<file path="src/rtl/note_sequencer.sv">
// Step sequencer for the synth voice: plays up to STEPS programmed notes, pulsing
// trig for a gate time per step, with all timing counted in tick strobes.
module note_sequencer #(
    parameter int STEPS  = 8,
    parameter int CNT_W  = 12,
    parameter int TIME_W = 16,
    localparam int AW    = $clog2(STEPS)
) (
    input  logic              clk,
    input  logic              rstn,
    input  logic              tick,
    input  logic              run,
    input  logic              wr_en,
    input  logic [AW-1:0]     wr_addr,
    input  logic [CNT_W-1:0]  wr_note,
    input  logic              wr_rest,
    input  logic [AW-1:0]     len,
    input  logic [TIME_W-1:0] tempo,
    input  logic [TIME_W-1:0] gate,
    output logic [CNT_W-1:0]  osc_count,
    output logic              trig,
    output logic [AW-1:0]     step,
    output logic              busy
);

    localparam logic [1:0] ST_IDLE = 2'd0;
    localparam logic [1:0] ST_GATE = 2'd1;
    localparam logic [1:0] ST_HOLD = 2'd2;

    logic [1:0]        state_q, state_d;
    logic [TIME_W-1:0] cnt_q, cnt_d;
    logic [AW-1:0]     step_q, step_d;
    logic [CNT_W-1:0]  osc_q, osc_d;
    logic              trig_q, trig_d;

    logic [CNT_W-1:0]  note_q [STEPS];
    logic              rest_q [STEPS];

    logic [TIME_W-1:0] tempo_eff;
    logic [TIME_W-1:0] tempo_last;
    logic [TIME_W-1:0] geff;
    logic [AW-1:0]     next_step;
    logic [AW-1:0]     load_step;
    logic              load_rest;
    logic [CNT_W-1:0]  load_note;
    logic              load_gate;
    logic              step_end;
    logic              gate_end;

    // Gate is clamped so trig always falls at least one tick before the next step.
    assign tempo_eff  = (tempo == '0) ? {{(TIME_W-1){1'b0}}, 1'b1} : tempo;
    assign tempo_last = tempo_eff - 1'b1;
    assign geff       = (gate < tempo_last) ? gate : tempo_last;

    assign next_step = (step_q >= len) ? '0 : step_q + 1'b1;
    assign load_step = (state_q == ST_IDLE) ? '0 : next_step;
    assign load_rest = rest_q[load_step];
    assign load_note = note_q[load_step];
    assign load_gate = !load_rest && (geff != '0);

    assign step_end = tick && (cnt_q >= tempo_last);
    assign gate_end = tick && (({1'b0, cnt_q} + 1'b1) >= {1'b0, geff});

    always_comb begin
        state_d = state_q;
        cnt_d   = cnt_q;
        step_d  = step_q;
        osc_d   = osc_q;
        trig_d  = trig_q;

        if (!run) begin
            state_d = ST_IDLE;
            cnt_d   = '0;
            step_d  = '0;
            trig_d  = 1'b0;
        end else if ((state_q == ST_IDLE) || step_end) begin
            cnt_d   = '0;
            step_d  = load_step;
            state_d = load_gate ? ST_GATE : ST_HOLD;
            trig_d  = load_gate;
            if (!load_rest) begin
                osc_d = load_note;
            end
        end else if (tick) begin
            cnt_d = cnt_q + 1'b1;
            if ((state_q == ST_GATE) && gate_end) begin
                state_d = ST_HOLD;
                trig_d  = 1'b0;
            end
        end
    end

    always_ff @(posedge clk or negedge rstn) begin
        if (!rstn) begin
            state_q <= ST_IDLE;
            cnt_q   <= '0;
            step_q  <= '0;
            osc_q   <= '0;
            trig_q  <= 1'b0;
        end else begin
            state_q <= state_d;
            cnt_q   <= cnt_d;
            step_q  <= step_d;
            osc_q   <= osc_d;
            trig_q  <= trig_d;
        end
    end

    // A load on the same edge as a write to that entry still sees the old contents.
    always_ff @(posedge clk or negedge rstn) begin
        if (!rstn) begin
            for (int i = 0; i < STEPS; i++) begin
                note_q[i] <= '0;
                rest_q[i] <= 1'b1;
            end
        end else if (wr_en) begin
            note_q[wr_addr] <= wr_note;
            rest_q[wr_addr] <= wr_rest;
        end
    end

    assign osc_count = osc_q;
    assign trig      = trig_q;
    assign step      = step_q;
    assign busy      = (state_q != ST_IDLE);

endmodule

</file>
<file path="config.mk">
export PLATFORM = sky130hd
export DESIGN_NAME = note_sequencer
export DESIGN_NICKNAME = d
export VERILOG_FILES = /design/src/rtl/note_sequencer.sv
export SDC_FILE = /design/constraint.sdc
export NUM_CORES = 1
export LEC_CHECK = 0
export BUFFER_PORTS_ARGS = -buffer_cell sky130_fd_sc_hd__buf_2
export CAP_MARGIN = 10
export CORE_ASPECT_RATIO = 1.2
export CORE_UTILIZATION = 60
export CTS_BUF_LIST = sky130_fd_sc_hd__clkbuf_16
export CTS_CLUSTER_DIAMETER = 60
export DETAILED_ROUTE_END_ITERATION = 7
export PLACE_DENSITY = 0.87
export SETUP_SLACK_MARGIN = 0.05
export SYNTH_ARGS = -nofsm -noshare
export SYNTH_HDL_FRONTEND = slang
export SYNTH_SLANG_ARGS = --single-unit
</file>
<file path="constraint.sdc">
create_clock -name clk -period 4.6 [get_ports clk]
set_input_delay 0 -clock clk [delete_from_list [all_inputs] [get_ports clk]]
set_output_delay 0 -clock clk [all_outputs]
set_load 0.03 [all_outputs]
</file>
-- Word level (Yosys, flattened, before mapping)
Index checks and enable logic that the tools add are counted.
- register bits: 138
- word-level logic and storage cells: 82
- input bits: 56
- output and inout bits: 17
- reduce and logical (&&, ||, !) cells: 13
- muxes and demuxes: 30
- add/subtract/negate cells: 4
- magnitude comparators: 7
- equal/unequal tests: 4
- bitwise operators: 3
- operator list (operator ; count):
    bitwise mux 96 bit ; 1
    two-way mux 16 bit ; 5
    binary-select mux 12 bit (select 3 bit) ; 1
    demux 12 bit (select 3 bit) ; 1
    two-way mux 12 bit ; 3
    adder 16 x 1 -> 17 bit (second input constant) ; 1
    greater-or-equal comparator 17 x 16 -> 1 bit ; 1
    adder 16 x 1 -> 16 bit (second input constant) ; 1
    greater-or-equal comparator 16 bit ; 1
    zero test 16 bit ; 1
    < comparator 16 bit ; 1
    nonzero test 16 bit ; 1
    subtractor 16 x 1 -> 16 bit (second input constant) ; 1
    two-way mux 3 bit ; 4
    two-way mux 2 bit ; 5
    bitwise mux 8 bit ; 1
    greater-or-equal comparator 4 bit (second input constant) ; 2
    NOT 3 -> 4 bit ; 2
    two-way mux 1 bit ; 7
    logical AND 1 bit ; 5
    < comparator 4 x 1 -> 1 bit (second input constant) ; 1
    adder 3 x 1 -> 3 bit (second input constant) ; 1
    binary-select mux 1 bit (select 3 bit) ; 1
    demux 1 bit (select 3 bit) ; 1
    12 further kinds ; 12

-- Logic depth before layout (Yosys ltp)
- depth in word-level cells: 12
- gate-level depth with buffers: 26
- depth with buffers taken out: 24

-- Worst setup path after synthesis
OpenSTA, ideal clock, no wires.
- kind: input to register
- from: in tempo[9]
- to: reg state_q[1]
- path buffers: 1
- slack: -0.147 ns
- required time: 4.462 ns
- data arrival time: 4.610 ns
- cell stages on the path: 22
- library setup time: 0.138 ns
- cell sequence: nor4_1 > and2_1 > nor2b_1 > nor2_1 > ha_1 > xnor2_1 > ha_1 > nand3b_1 > or4_1 > o21bai_1 > a21oi_1 > o31ai_4 > buf_4 > mux2_2 > ha_1 > a21o_1 > nand2_1 > o211ai_1 > a2111oi_0 > o21ai_0 > a311oi_1 > a221oi_2
- word-level cells in the longest chain between the ends: 10
- elaborated cells on any way between the ends: 19
- those cells by class: add/sub (1); order compare (3); eq/ne (2); mux (5); reduce/logical (8)
- ends and longest elaborated chain (item ; RTL line ; text):
    start: declaration ; 18 ; input logic [TIME_W-1:0] tempo,
    zero test 16 bit ; 51 ; assign tempo_eff = (tempo == '0) ? {{(TIME_W-1){1'b0}}, 1'b1} : tempo;
    two-way mux 16 bit * ; 51 ;
    subtractor 16 x 1 -> 16 bit * ; 52 ; assign tempo_last = tempo_eff - 1'b1;
    < comparator 16 bit ; 53 ; assign geff = (gate < tempo_last) ? gate : tempo_last;
    two-way mux 16 bit ; 53 ;
    greater-or-equal comparator 17 x 16 -> 1 bit / nonzero test 16 bit (equally long branches) ; 62, 59 ;
    logical AND 1 bit, on equally long branches ; 62, 59 ;
    logical AND 1 bit / two-way mux 2 bit (equally long branches) ; 86, 79 ;
    != test 3 x 1 -> 1 bit (no source line) / two-way mux 2 bit (equally long branches) ; - ;
    AND reduction 2 bit (no source line) / two-way mux 2 bit (equally long branches) ; - ;
    end signal: assignment ; 101 ; state_q <= state_d;
    end: declaration ; 30 ; logic [1:0] state_q, state_d;
Mark *: on every way between the ends. The rest lies on a longest branch, timed or not.
A chain may end at the register's enable or synchronous reset.

-- Final worst setup path
Ends and elaborated chain as after synthesis.

==> PnR_summary.wiki <==
{| class="wikitable"
! Metric !! Value
|-
| Worst Path Arrival || ~4.6 ns
|-
| Synthesis Warnings || 0
|-
| Portion of netlist area occupied by mux cells || 17.31%
|-
| Total number of H-tree levels || 4
|-
| Maximum resistive drop on vdd || 0.4277 mV
|-
| Total wire length after detailed routing || 23,830 um
|-
| GP Congestion || 0.9602
|-
| Count of placed standard cells including taps || 1,059
|-
| Post-synthesis instance area || 0.008183 mm^2
|-
| Die Y-Extent || between 100 and 150 um
|-
| Clock tree from TritonCTS || built
|-
| Post-route fraction of the period consumed by the critical path || 93.17%
|-
| Buffers inserted by post-CTS timing repair || 0
|-
| Area growth from synthesis to layout || 20.86%
|-
| Clock network power share || 30.5%
|-
| Commonest cells after routing, fill and taps aside || 129 x sky130_fd_sc_hd__dfrtp_1, 108 x sky130_fd_sc_hd__mux2_2, 90 x sky130_fd_sc_hd__nand2_1
|-
| Peak clock frequency supported by timing || around 230 MHz
|-
| Result of the run || finished clean
|-
| Global-route usage over all layers || 35.65%
|-
| Hold-critical path depth || 3
|-
| Starting utilization of the core area || 61.81%
|-
| Net Sw Power || around 1.6 mW
|-
| Main synth FF type || sky130_fd_sc_hd__dfrtp_1
|-
| Max clock buf depth || 2
|-
| Worst slew slack as a fraction of its limit || 21.41%
|-
| Pins Over Slew Limit || 0
|-
| Portion of total power attributed to sequential cells || 36.6%
|-
| Setup TNS || 0 ns
|-
| Design internal power || 2.971 mW
|-
| Post-synthesis share of cell area spent on xor and xnor gates || slightly below 4%
|-
| Most common cell after layout, fill and taps aside || sky130_fd_sc_hd__dfrtp_1
|-
| Worst setup path startpoint || tempo[9]
|-
| Count of boundary I/O pins || 73
|-
| Worst hold path class || input pin to register
|-
| Post-synthesis net count || 898
|-
| Main combinational cell family by area after synthesis || multiplexers
|-
| Via count normalized by instance count || ~6.6
|-
| Root buffer cell || sky130_fd_sc_hd__clkbuf_16
|-
| Lkg Pwr || 4.542 nW
|-
| Vias in the first global route || 7,510
|-
| Final-layout worst hold slack || 0.06503 ns
|-
| Filler cell count in the final layout || 817
|-
| Number of synthesized flops with an enable pin || 0
|-
| Antenna Violating Nets Remaining || 0
|-
| Register-to-register setup slack || 0.98 ns
|-
| Min-Delay Endpoint || cnt_q[0]
|-
| Number of buffers created by CTS || 17
|-
| Count of unresolved DRC violations after routing || 0
|-
| Placement row count || between 40 and 50
|-
| Part of the total power dissipated in combinational logic || between 30% and 40%
|-
| Ys async rst share || 100.0%
|-
| R2r startpoint || cnt_q[0]
|-
| Share of the synthesized area in compound gates (AO/OA/AOI/OAI) || 10.83%
|-
| Post-synthesis sequential element count || 137
|-
| Mapped Avg Cell Area || 10.34 um^2
|-
| Clock latency on the worst-skew pair || 0.42 ns
|-
| Final hold viol count || 0
|-
| Power after layout || 4.564 mW
|-
| Leftover overflow at the end of global routing || 0
|-
| Proportion of layout cells with a drive suffix above 1 || 31.48%
|-
| Post-Layout Cell Count || 1,105
|-
| Core Box Area || 0.01324 mm^2
|-
| Largest net degree at the start of global routing || 91
|-
| Antenna violations before repair || 0
|-
| CTS sink cnt || 137
|-
| Count of max-cap constraint violations || 0
|-
| Type of element launching the critical path || input pin
|-
| Critical path peak fanout || 11
|-
| Cell count after synthesis || about 800
|-
| Critical Path RT || a little under 5 ns
|-
| Number of port buffers || between 70 and 80
|-
| Unrepaired setup endpoints after global routing || no
|-
| Synth unique cells || 60
|-
| Setup skew after layout || 0.006236 ns
|-
| Clock slew at reported path FFs || 0.06 ns
|-
| Transition at the pin with the smallest max-transition slack || 1.179 ns
|-
| Placed Area || 0.009128 mm^2
|-
| Simple-Gate Fraction of Synth Area || 15.08%
|-
| Floorplan die width || about 110 um
|-
| Reg-to-reg endpoint || state_q[1]
|-
| Sw Ratio || a little over a third
|-
| Final-report setup violation count || 0
|-
| Power density relative to cell area || 461.5 mW/mm^2
|-
| Part of the Yosys area used for sequential elements || 42.02%
|-
| Total Die Area || 0.01411 mm^2
|-
| Fraction of the mapped netlist area in adder cells || 7.920%
|-
| Number of DRC violations after detailed-routing iteration 0 || 565
|-
| Total Nets Final || roughly 1,000
|-
| Number of vias in the routed layout || 7,294
|-
| Hold Path Origin || tick
|-
| Non-Filler Cell Area, Final || 0.009889 mm^2
|-
| R2R cell count || 12
|-
| Post-detail-place hpwl || 14,500 um
|-
| Endpoint kind of the worst setup timing path || register
|-
| Critical path type || input pin to register
|-
| Per-cell routed wire length || 21.57 um
|-
| Post-layout min period || about 4.3 ns
|-
| Number of iterations in the first detailed-routing pass || 8
|-
| Diodes inserted || 0
|-
| Wire length of the first global-routing pass || 37,810 um
|}
-- timing repair --
action	4_1_cts	5_1_grt
setup endpoints to repair	0	2
hold buffers	15	0
resized for setup	0	6
endpoints found under the hold margin	194	0
-- sequential cells by signal, indices dropped and copies added (netlist names) --
signal	count
cnt_q	16
osc_count	12
note_q	96
trig	1
rest_q	8
state_q	1
step	3
-- worst max path at each step --
stage                 end  slack (ns)  depth (start not counted)
5_1_grt        state_q[1]        0.05                         26
2_1_floorplan  state_q[1]        0.06                         24
6_report       state_q[1]        0.31                         26
4_1_cts        state_q[1]        0.11                         26
3_3_place_gp   state_q[1]       -0.16                         26
3_5_place_dp   state_q[1]       -0.31                         26
-- cell type report --
cell class	count	area [um^2]	area share, %
sequential	137	3438	34.77
clock inverter	14	163.9	1.657
tap	168	210.2	2.126
inverter	25	93.84	0.9489
clock buffer	17	425.4	4.302
multi-input combinational	595	4576	46.27
timing repair buffer	149	982.2	9.932
-- critical path, cell delays in order --
cell and delay (ns):
sky130_fd_sc_hd__buf_2 0.14, sky130_fd_sc_hd__nor4_4 0.06, sky130_fd_sc_hd__and2_1 0.14, sky130_fd_sc_hd__nor2b_2 0.16, sky130_fd_sc_hd__nor2_2 0.15, sky130_fd_sc_hd__ha_4 0.17
sky130_fd_sc_hd__nand4b_1 0.13, sky130_fd_sc_hd__or4_1 0.43, sky130_fd_sc_hd__xor2_1 0.18, sky130_fd_sc_hd__ha_1 0.19, sky130_fd_sc_hd__a21o_1 0.17, sky130_fd_sc_hd__a21o_1 0.17
sky130_fd_sc_hd__a211oi_1 0.24, sky130_fd_sc_hd__a21boi_2 0.24, sky130_fd_sc_hd__o31ai_4 0.10, sky130_fd_sc_hd__buf_4 0.18, sky130_fd_sc_hd__nand2_1 0.05, sky130_fd_sc_hd__o21ai_0 0.07
sky130_fd_sc_hd__ha_1 0.33, sky130_fd_sc_hd__nand4_1 0.13, sky130_fd_sc_hd__nor2_1 0.07, sky130_fd_sc_hd__o21a_1 0.11, sky130_fd_sc_hd__a2111oi_2 0.37, sky130_fd_sc_hd__o21ai_1 0.15
sky130_fd_sc_hd__a311oi_1 0.33, sky130_fd_sc_hd__a221oi_2 0.09
-- stage by stage --
step | setup slack, ns | utilization, %
finish | 0.3142 | 74.71
global route | 0.05473 | 74.71
CTS | 0.1091 | 74.54
detailed placement | -0.3118 | 68.95
global placement | -0.1581 | 68.95
floorplan | 0.06045 | -
-- per-layer routing --
| layer | track usage, % | vias up | part of all wire [%] |
|---|---|---|---|
| met4 | 26.07 | 0 | 6.3 |
| li1 | - | 3173 | - |
| met3 | 5.894 | 150 | 7.7 |
| met2 | 61.80 | 459 | 51 |
| met5 | 0 | - | 0 |
| met1 | 39.40 | 3512 | 35 |
-- Yosys cell counts, types with 6 or more instances --
cell                       number  share of area [%]
sky130_fd_sc_hd__dfrtp_1      129                 39
sky130_fd_sc_hd__mux2_2       108                 15
sky130_fd_sc_hd__nand2_1       90                4.1
sky130_fd_sc_hd__ha_1          51                7.8
sky130_fd_sc_hd__nor2_1        37                1.7
sky130_fd_sc_hd__nand3_1       36                2.2
sky130_fd_sc_hd__xor2_1        30                3.2
sky130_fd_sc_hd__clkbuf_1      29                1.3
sky130_fd_sc_hd__o21ai_0       27                1.7
sky130_fd_sc_hd__a21oi_1       25                1.5
sky130_fd_sc_hd__inv_1         24                1.1
sky130_fd_sc_hd__mux2i_1       20                2.4
sky130_fd_sc_hd__a31oi_1       16                1.2
sky130_fd_sc_hd__o211ai_1      14                1.3
sky130_fd_sc_hd__o221ai_1      12                1.3
sky130_fd_sc_hd__or3_1         12               0.92
sky130_fd_sc_hd__nand4_1       10               0.76
sky130_fd_sc_hd__nor3_1        10               0.61
sky130_fd_sc_hd__nor4_1        10               0.76
sky130_fd_sc_hd__dfstp_2        8                2.6
sky130_fd_sc_hd__a21o_1         7               0.64
sky130_fd_sc_hd__xnor2_1        7               0.75
sky130_fd_sc_hd__and3_1         6               0.46
sky130_fd_sc_hd__nor3b_1        6               0.55
-- power groups by stage --
stage	clock network, mW	logic [mW]	registers [mW]
after global placement	0	1.35	1.63
after CTS	1.38	1.46	1.65
final	1.39	1.50	1.67
after global routing	1.44	1.59	1.68
after detailed placement	0	1.41	1.65
after floorplan	0	0.850	1.73
-- cells by family after synthesis --
group,Yosys count
adders and majority gates,52
buffers and inverters,59
and+or+nand+nor,247
DFF,137
muxes,128
AOI/OAI and AO/OA,131
xor gates and xnor gates,37
(Power assumes the default switching activity.)
